### config.mk
export PLATFORM = sky130hd
export DESIGN_NAME = control_seq_flat
export DESIGN_NICKNAME = d
export VERILOG_FILES = /design/src/rtl/ctrl_pkg.sv /design/src/rtl/control_seq_if.sv /design/src/rtl/control_seq_imm_gen.sv /design/src/rtl/control_seq.sv /design/src/flat_wrapper.sv
export SDC_FILE = /design/constraint.sdc
export NUM_CORES = 1
export LEC_CHECK = 0
export BUFFER_PORTS_ARGS = -buffer_cell sky130_fd_sc_hd__buf_4
export CAP_MARGIN = 20
export CORE_ASPECT_RATIO = 0.9
export CORE_MARGIN = 2
export CORE_UTILIZATION = 40
export DETAILED_ROUTE_END_ITERATION = 8
export HOLD_SLACK_MARGIN = 0.03
export MAX_ROUTING_LAYER = met4
export PLACE_DENSITY = 0.77
export SLEW_MARGIN = 40
export SYNTH_ARGS = -nofsm -noshare
export SYNTH_HDL_FRONTEND = slang
export SYNTH_SLANG_ARGS = --single-unit
### constraint.sdc
create_clock -name clk -period 1.95 [get_ports clk]
set_clock_uncertainty 0.05 [all_clocks]
set_input_delay 0.39 -clock clk [delete_from_list [all_inputs] [get_ports clk]]
set_output_delay 0.39 -clock clk [all_outputs]
set_load 0.02 [all_outputs]
### src/rtl/ctrl_pkg.sv
// Shared types and encodings for the multi-cycle control sequencer:
// FSM states, opcode classes, opcode constants, ALU op and mux select codes.
package ctrl_pkg;

  typedef enum logic [2:0] {
    ST_RESET,
    ST_FETCH,
    ST_DECODE,
    ST_EXEC,
    ST_MEM,
    ST_WB,
    ST_TRAP
  } state_t;

  typedef enum logic [3:0] {
    C_R,
    C_I,
    C_LOAD,
    C_STORE,
    C_BRANCH,
    C_JAL,
    C_JALR,
    C_LUI,
    C_AUIPC,
    C_ILLEGAL
  } opc_class_t;

  localparam logic [6:0] OPC_R      = 7'b0110011;
  localparam logic [6:0] OPC_I      = 7'b0010011;
  localparam logic [6:0] OPC_LOAD   = 7'b0000011;
  localparam logic [6:0] OPC_STORE  = 7'b0100011;
  localparam logic [6:0] OPC_BRANCH = 7'b1100011;
  localparam logic [6:0] OPC_JAL    = 7'b1101111;
  localparam logic [6:0] OPC_JALR   = 7'b1100111;
  localparam logic [6:0] OPC_LUI    = 7'b0110111;
  localparam logic [6:0] OPC_AUIPC  = 7'b0010111;

  localparam logic [4:0] ALU_ADD   = 5'd0;
  localparam logic [4:0] ALU_SUB   = 5'd1;
  localparam logic [4:0] ALU_OR    = 5'd2;
  localparam logic [4:0] ALU_XOR   = 5'd3;
  localparam logic [4:0] ALU_AND   = 5'd4;
  localparam logic [4:0] ALU_SLL   = 5'd5;
  localparam logic [4:0] ALU_SRL   = 5'd6;
  localparam logic [4:0] ALU_SRA   = 5'd7;
  localparam logic [4:0] ALU_PASSB = 5'd8;
  localparam logic [4:0] ALU_SLT   = 5'd9;
  localparam logic [4:0] ALU_SLTU  = 5'd10;

  localparam logic [1:0] PC_PLUS4  = 2'd0;
  localparam logic [1:0] PC_BRANCH = 2'd1;
  localparam logic [1:0] PC_ALU    = 2'd2;
  localparam logic [1:0] PC_TRAP   = 2'd3;

  localparam logic [1:0] Y_ALU = 2'd0;
  localparam logic [1:0] Y_MEM = 2'd1;
  localparam logic [1:0] Y_PC4 = 2'd2;

  localparam logic [1:0] CAUSE_ILLEGAL = 2'd0;
  localparam logic [1:0] CAUSE_MEM_TO  = 2'd1;

  function automatic opc_class_t decode_class(input logic [6:0] opc);
    opc_class_t cls;
    case (opc)
      OPC_R:      cls = C_R;
      OPC_I:      cls = C_I;
      OPC_LOAD:   cls = C_LOAD;
      OPC_STORE:  cls = C_STORE;
      OPC_BRANCH: cls = C_BRANCH;
      OPC_JAL:    cls = C_JAL;
      OPC_JALR:   cls = C_JALR;
      OPC_LUI:    cls = C_LUI;
      OPC_AUIPC:  cls = C_AUIPC;
      default:    cls = C_ILLEGAL;
    endcase
    return cls;
  endfunction

endpackage

### src/rtl/control_seq_if.sv
// Bundle between the control sequencer (master) and the datapath/memory side (slave).
interface control_seq_if #(
  parameter int XLEN = 32
);
  // mem_rd/mem_wr are requests held high until the cycle mem_ack=1 is seen;
  // that cycle completes the access. mem_ack with no request pending is ignored.
  logic [31:0]     ins;
  logic            mem_ack;
  logic            br_taken;
  logic [XLEN-1:0] imm;
  logic [4:0]      alu_op;
  logic            a_sel;
  logic            b_sel;
  logic [1:0]      y_sel;
  logic [1:0]      pc_sel;
  logic            pc_en;
  logic            ir_en;
  logic            rf_wr;
  logic            mem_rd;
  logic            mem_wr;
  logic [1:0]      mem_size;
  logic            trap;
  logic [1:0]      trap_cause;
  logic            instr_done;

  modport master (
    input  ins, mem_ack, br_taken,
    output imm, alu_op, a_sel, b_sel, y_sel, pc_sel, pc_en, ir_en, rf_wr,
           mem_rd, mem_wr, mem_size, trap, trap_cause, instr_done
  );

  modport slave (
    output ins, mem_ack, br_taken,
    input  imm, alu_op, a_sel, b_sel, y_sel, pc_sel, pc_en, ir_en, rf_wr,
           mem_rd, mem_wr, mem_size, trap, trap_cause, instr_done
  );
endinterface

### src/rtl/control_seq_imm_gen.sv
// Immediate decoder: builds the format-specific immediate for the opcode class
// and sign-extends it from ins[31] to XLEN.
module imm_gen
  import ctrl_pkg::*;
#(
  parameter int XLEN = 32
) (
  input  logic [31:0]     ins,
  input  opc_class_t      cls,
  output logic [XLEN-1:0] imm
);

  logic [31:0] imm32;

  always_comb begin
    imm32 = '0;
    case (cls)
      C_I, C_LOAD, C_JALR: imm32 = {{20{ins[31]}}, ins[31:20]};
      C_STORE:             imm32 = {{20{ins[31]}}, ins[31:25], ins[11:7]};
      C_BRANCH:            imm32 = {{19{ins[31]}}, ins[31], ins[7], ins[30:25], ins[11:8], 1'b0};
      C_JAL:               imm32 = {{11{ins[31]}}, ins[31], ins[19:12], ins[20], ins[30:21], 1'b0};
      C_LUI, C_AUIPC:      imm32 = {ins[31:12], 12'b0};
      default:             imm32 = '0;
    endcase
  end

  assign imm = XLEN'($signed(imm32));

endmodule

### src/rtl/control_seq.sv
// Multi-cycle instruction sequencer: FETCH/DECODE/EXEC/MEM/WB with a trap path
// for illegal opcodes and memory-wait timeouts. Outputs decode from state and ins.
module control_seq
  import ctrl_pkg::*;
#(
  parameter int XLEN   = 32,
  parameter int MEM_TO = 255
) (
  input  logic          clk,
  input  logic          rst,
  control_seq_if.master bus,
  output state_t        dbg_state
);

  localparam int CW = (MEM_TO > 1) ? $clog2(MEM_TO + 1) : 1;
  localparam logic [CW-1:0] CNT_LAST = (MEM_TO > 0) ? CW'(MEM_TO - 1) : '0;

  state_t          state;
  logic [CW-1:0]   wait_cnt;
  logic            br_q;
  logic [1:0]      cause_q;
  opc_class_t      cls;
  logic [XLEN-1:0] imm_dec;
  logic [4:0]      alu_dec;
  logic            is_mem;
  logic            timed_out;

  assign cls       = decode_class(bus.ins[6:0]);
  assign is_mem    = (cls == C_LOAD) || (cls == C_STORE);
  assign dbg_state = state;
  // An ack in the final allowed cycle wins over the timeout.
  assign timed_out = (MEM_TO != 0) && !bus.mem_ack && (wait_cnt == CNT_LAST);

  imm_gen #(.XLEN(XLEN)) u_imm_gen (
    .ins (bus.ins),
    .cls (cls),
    .imm (imm_dec)
  );

  always_ff @(posedge clk) begin
    if (rst) begin
      state    <= ST_RESET;
      wait_cnt <= '0;
      br_q     <= 1'b0;
      cause_q  <= CAUSE_ILLEGAL;
    end else begin
      case (state)
        ST_RESET: begin
          state    <= ST_FETCH;
          wait_cnt <= '0;
        end
        ST_FETCH, ST_MEM: begin
          if (bus.mem_ack) begin
            state <= (state == ST_FETCH) ? ST_DECODE : ST_WB;
          end else if (timed_out) begin
            state   <= ST_TRAP;
            cause_q <= CAUSE_MEM_TO;
          end else begin
            wait_cnt <= wait_cnt + CW'(1);
          end
        end
        ST_DECODE: begin
          if (cls == C_ILLEGAL) begin
            state   <= ST_TRAP;
            cause_q <= CAUSE_ILLEGAL;
          end else begin
            state <= ST_EXEC;
          end
        end
        ST_EXEC: begin
          br_q <= bus.br_taken;
          if (is_mem) begin
            state    <= ST_MEM;
            wait_cnt <= '0;
          end else begin
            state <= ST_WB;
          end
        end
        ST_WB, ST_TRAP: begin
          state    <= ST_FETCH;
          wait_cnt <= '0;
        end
        default: state <= ST_RESET;
      endcase
    end
  end

  always_comb begin
    alu_dec = ALU_ADD;
    case (cls)
      C_BRANCH: alu_dec = ALU_SUB;
      C_LUI:    alu_dec = ALU_PASSB;
      C_R, C_I: begin
        case (bus.ins[14:12])
          3'b000:  alu_dec = (cls == C_R && bus.ins[30]) ? ALU_SUB : ALU_ADD;
          3'b001:  alu_dec = ALU_SLL;
          3'b010:  alu_dec = ALU_SLT;
          3'b011:  alu_dec = ALU_SLTU;
          3'b100:  alu_dec = ALU_XOR;
          3'b101:  alu_dec = bus.ins[30] ? ALU_SRA : ALU_SRL;
          3'b110:  alu_dec = ALU_OR;
          default: alu_dec = ALU_AND;
        endcase
      end
      default:  alu_dec = ALU_ADD;
    endcase
  end

  always_comb begin
    bus.imm        = '0;
    bus.alu_op     = ALU_ADD;
    bus.a_sel      = 1'b0;
    bus.b_sel      = 1'b0;
    bus.y_sel      = Y_ALU;
    bus.pc_sel     = PC_PLUS4;
    bus.pc_en      = 1'b0;
    bus.ir_en      = 1'b0;
    bus.rf_wr      = 1'b0;
    bus.mem_rd     = 1'b0;
    bus.mem_wr     = 1'b0;
    bus.mem_size   = 2'b00;
    bus.trap       = 1'b0;
    bus.trap_cause = 2'b00;
    bus.instr_done = 1'b0;
    // Decoded controls are only meaningful once IR holds the instruction.
    if (state inside {ST_DECODE, ST_EXEC, ST_MEM, ST_WB}) begin
      bus.imm    = imm_dec;
      bus.alu_op = alu_dec;
      bus.a_sel  = (cls == C_AUIPC);
      bus.b_sel  = cls inside {C_I, C_LOAD, C_STORE, C_JALR, C_LUI, C_AUIPC};
      if (cls == C_LOAD)
        bus.y_sel = Y_MEM;
      else if (cls == C_JAL || cls == C_JALR)
        bus.y_sel = Y_PC4;
    end
    case (state)
      ST_FETCH: begin
        bus.mem_rd   = 1'b1;
        bus.mem_size = 2'b10;
        bus.ir_en    = bus.mem_ack;
      end
      ST_MEM: begin
        bus.mem_rd   = (cls == C_LOAD);
        bus.mem_wr   = (cls == C_STORE);
        bus.mem_size = bus.ins[13:12];
      end
      ST_WB: begin
        bus.pc_en      = 1'b1;
        bus.instr_done = 1'b1;
        bus.rf_wr      = cls inside {C_R, C_I, C_LOAD, C_JAL, C_JALR, C_LUI, C_AUIPC};
        if (cls == C_JAL || (cls == C_BRANCH && br_q))
          bus.pc_sel = PC_BRANCH;
        else if (cls == C_JALR)
          bus.pc_sel = PC_ALU;
      end
      ST_TRAP: begin
        bus.pc_en      = 1'b1;
        bus.pc_sel     = PC_TRAP;
        bus.trap       = 1'b1;
        bus.trap_cause = cause_q;
      end
      default: ;
    endcase
  end

endmodule
### src/flat_wrapper.sv
// flat-port wrapper written by rule: the top's interface ports become plain ports
module control_seq_flat import ctrl_pkg::*;
#(
  parameter int XLEN   = 32,
  parameter int MEM_TO = 255
)
  (clk, rst, dbg_state, bus_ins, bus_mem_ack, bus_br_taken, bus_imm, bus_alu_op, bus_a_sel, bus_b_sel, bus_y_sel, bus_pc_sel, bus_pc_en, bus_ir_en, bus_rf_wr, bus_mem_rd, bus_mem_wr, bus_mem_size, bus_trap, bus_trap_cause, bus_instr_done);
  control_seq_if #(.XLEN(XLEN)) bus_i ();
  input  logic clk;
  input  logic rst;
  output state_t dbg_state;
  input wire logic [$bits(bus_i.ins)-1:0] bus_ins;
  input wire logic [$bits(bus_i.mem_ack)-1:0] bus_mem_ack;
  input wire logic [$bits(bus_i.br_taken)-1:0] bus_br_taken;
  output wire logic [$bits(bus_i.imm)-1:0] bus_imm;
  output wire logic [$bits(bus_i.alu_op)-1:0] bus_alu_op;
  output wire logic [$bits(bus_i.a_sel)-1:0] bus_a_sel;
  output wire logic [$bits(bus_i.b_sel)-1:0] bus_b_sel;
  output wire logic [$bits(bus_i.y_sel)-1:0] bus_y_sel;
  output wire logic [$bits(bus_i.pc_sel)-1:0] bus_pc_sel;
  output wire logic [$bits(bus_i.pc_en)-1:0] bus_pc_en;
  output wire logic [$bits(bus_i.ir_en)-1:0] bus_ir_en;
  output wire logic [$bits(bus_i.rf_wr)-1:0] bus_rf_wr;
  output wire logic [$bits(bus_i.mem_rd)-1:0] bus_mem_rd;
  output wire logic [$bits(bus_i.mem_wr)-1:0] bus_mem_wr;
  output wire logic [$bits(bus_i.mem_size)-1:0] bus_mem_size;
  output wire logic [$bits(bus_i.trap)-1:0] bus_trap;
  output wire logic [$bits(bus_i.trap_cause)-1:0] bus_trap_cause;
  output wire logic [$bits(bus_i.instr_done)-1:0] bus_instr_done;
  assign bus_i.ins = bus_ins;
  assign bus_i.mem_ack = bus_mem_ack;
  assign bus_i.br_taken = bus_br_taken;
  assign bus_imm = bus_i.imm;
  assign bus_alu_op = bus_i.alu_op;
  assign bus_a_sel = bus_i.a_sel;
  assign bus_b_sel = bus_i.b_sel;
  assign bus_y_sel = bus_i.y_sel;
  assign bus_pc_sel = bus_i.pc_sel;
  assign bus_pc_en = bus_i.pc_en;
  assign bus_ir_en = bus_i.ir_en;
  assign bus_rf_wr = bus_i.rf_wr;
  assign bus_mem_rd = bus_i.mem_rd;
  assign bus_mem_wr = bus_i.mem_wr;
  assign bus_mem_size = bus_i.mem_size;
  assign bus_trap = bus_i.trap;
  assign bus_trap_cause = bus_i.trap_cause;
  assign bus_instr_done = bus_i.instr_done;
  control_seq #(.XLEN(XLEN), .MEM_TO(MEM_TO)) u_core (.clk(clk), .rst(rst), .bus(bus_i), .dbg_state(dbg_state));
endmodule
==> out/qor.yml <==
async_reset_ff_share_pct: 0
min_from: "rst"
fp.dieArea_mm2: 0.00455
firstDrtPassIters: 8
place.gp.congestion: 0.884
synth.most_common_cell: "nand2_1"
slew_headroom_pct: 59.2
synth_common_cells: "38 x nand2_1, 34 x a21oi_1, 21 x nor2_1"
clk_latency_ps: 250
rsz0062_at_grt: "true"
critPathMaxStageDelay_ps: 450
crit_chain: "buf_8, nor2b_1, o21ai_1, a211o_4, buf_12, a21oi_2, buf_4"
p_leak_nw: 1.38
max-cap-violations: 0
drt-initial-drc-count: 468
p_total_mw: 1.19
track_usage_pct: 32.4
ant_nets: 0
rows: 21
drv_slew: 0
ys_ff_latch: 13
synth-edff-count: 0
antenna_found_initial: 0
antenna_cells: 0
die_h_um: 64.2
worstSetupStartpointType: "input pin"
power.density_mw_per_mm2: 336
worst-r2r-cell-count: 6
muxShareOfSynthArea_pct: 0
clock-sinks: 13
synth-compound-area-share_pct: 31.1
grt_start_max_net_pins: 16
critPathLaunch: "bus_ins[5]"
fp.coreArea_mm2: 0.00378
finalSetupViolations: 42
synth_top_family_by_area: "simple AND/OR/NAND/NOR gates"
ir_worst_vdd_mv: 0.474
design_area_mm2: 0.00355
fin_nets: 413
synth_area_mm2: 0.00161
reg2reg_slack_ps: 0
syn_avg_cell_area_um2: 6.63
violations: "setup timing"
io_pins: 93
status: "finished with violations"
placed_area_mm2: 0.00284
critPathKind: "in2out"
fmaxAchievable_mhz: 455
overflow: 0
route.detailed.drc: 0
hpwl_um: 5000
crit_required_ps: 1510
r2r-end: "u_core.wait_cnt[4]"
synth_cells: 243
synth-xor-area-share_pct: 2.18
whs_ps: 334
vias_per_cell: 6.60
path_clk_slew_ps: 60
synth_top_area_cell: "dfxtp_1"
wire_per_inst_um: 25.0
worstMarginPinSlew_ps: 609
cp.arrival_ps: 1760
holdPathStages: 2
path_max_fanout: 7
dieWidth_um: 70.9
tns_ps: -7300
synth_cell_types: 54
layout_setup_ws_ps: -245
grt_pass1_vias: 2370
reg2reg_from: "u_core.wait_cnt[0]"
synth_top_area_share_pct: 16.2
cts_tree: "done"
initial_core_util_pct: 42.6
cts_buffers: 3
htree_levels: 1
yosysSeqAreaShare_pct: 16.2
hold_violations: 0
end_kind: "output port"
finalCritPeriodShare_pct: 113
syn2layout_area_growth_pct: 120
num_vias: 2773
wl_um: 10500
netlist_top_cells_area: "dfxtp_1 16%, a21oi_1 11%, nand2_1 8.9%"
yosysWarnings: 0
drive_above_1_share_pct: 62.0
clockBufferDepth: 2
min_path_type: "in2reg"
fillers: 127
ys.flop_type: "dfxtp_1"
synthSimpleGateAreaFrac_pct: 40.7
slowest_stage: "a211o_4"
grt_pass1_wl_um: 11700
layout_min_cycle_time_ps: 2200
root_buffer: "clkbuf_8"
synthAdderAreaFrac_pct: 1.55
cts_hold_buf: 0
io_buffers: 90
worstHoldEndpoint: "u_core.br_q"
-- how the worst max path moves through the flow --
| stage | to | slack, ps | cells past startpoint |
|---|---|---|---|
| final | bus_imm[19] | -250 | 7 |
| after global routing | bus_imm[19] | -280 | 7 |
| after CTS | bus_imm[10] | -210 | 6 |
| after detailed placement | bus_imm[10] | -270 | 6 |
| after global placement | bus_mem_wr | -270 | 6 |
| after floorplan | bus_alu_op[2] | -180 | 4 |
-- layout make-up --
class / instances / area, um2 / area share [%]
timing repair buffer: 144 / 1390 / 39.2
inverter: 7 / 26.3 / 0.740
tap: 46 / 57.6 / 1.62
clock buffer: 3 / 41.3 / 1.16
multi-input combinational: 206 / 1760 / 49.6
clock inverter: 1 / 5.00 / 0.141
sequential: 13 / 265 / 7.47
-- metal layers --
| metal | track usage, % | part of all wire (%) | up-vias |
|---|---|---|---|
| li1 | - | - | 1136 |
| met4 | 8.96 | 6.0 | 0 |
| met5 | - | 0 | - |
| met3 | 3.31 | 12 | 79 |
| met2 | 59.1 | 48 | 290 |
| met1 | 37.7 | 34 | 1268 |
-- stage by stage --
stage	util (%)	instances	setup WS (ps)
after floorplan	-	244	-179
after global placement	75.0	400	-270
after detailed placement	75.0	400	-267
after CTS	83.9	411	-211
after global routing	93.8	420	-275
final	93.8	420	-245
-- where the power goes --
part           switching, mW  total (mW)  internal (mW)
Clock                  0.116       0.258          0.142
Sequential            0.0241       0.307          0.283
Combinational          0.342       0.628          0.285
-- worst max-delay path, delay by kind of cell --
kind / cells / cell delay [ps]
buffers and inverters: 3 / 430
AO/OA/AOI/OAI: 3 / 740
AND/OR/NAND/NOR: 1 / 180
-- what timing repair did --
| item | 4_1_cts | 5_1_grt |
|---|---|---|
| pin swaps | 18 | 18 |
| setup buffers | 4 | 5 |
| resized for setup | 53 | 56 |
| endpoints found under the setup margin | 44 | 45 |
| gates cloned | 3 | 4 |
-- placed cells by master, fill, tap and decap left out, types with 3 or more instances in the layout --
cell,netlist,final
a211oi_1,5,5
a21oi_1,34,13
a21oi_2,3,6
a21oi_4,1,20
a22oi_2,0,4
and2_4,0,6
buf_12,0,4
buf_4,2,94
buf_6,2,37
buf_8,0,4
clkbuf_16,0,3
clkbuf_8,0,3
dfxtp_1,13,11
inv_1,7,7
nand2_1,38,36
nand2b_1,7,5
nand3_1,5,4
nand4b_1,4,4
nor2_1,21,7
nor2_2,0,6
nor2_4,0,8
nor2b_1,7,4
o21ai_0,6,3
o31ai_1,4,3
or3_1,5,5
xnor2_1,4,4
-- cells by family after synthesis --
family / after synthesis
buffers and inverters: 26
AOI/OAI and AO/OA: 74
other: 1
adders and majority gates: 2
DFF: 13
xor gates and xnor gates: 4
and+or+nand+nor: 123
-- flip-flops by register name, summed over array words and instances, names as in the netlist --
name / cells
u_core.dbg_state: 3
u_core.wait_cnt: 8
u_core.cause_q: 1
u_core.br_q: 1
(Power assumes the default switching activity.)
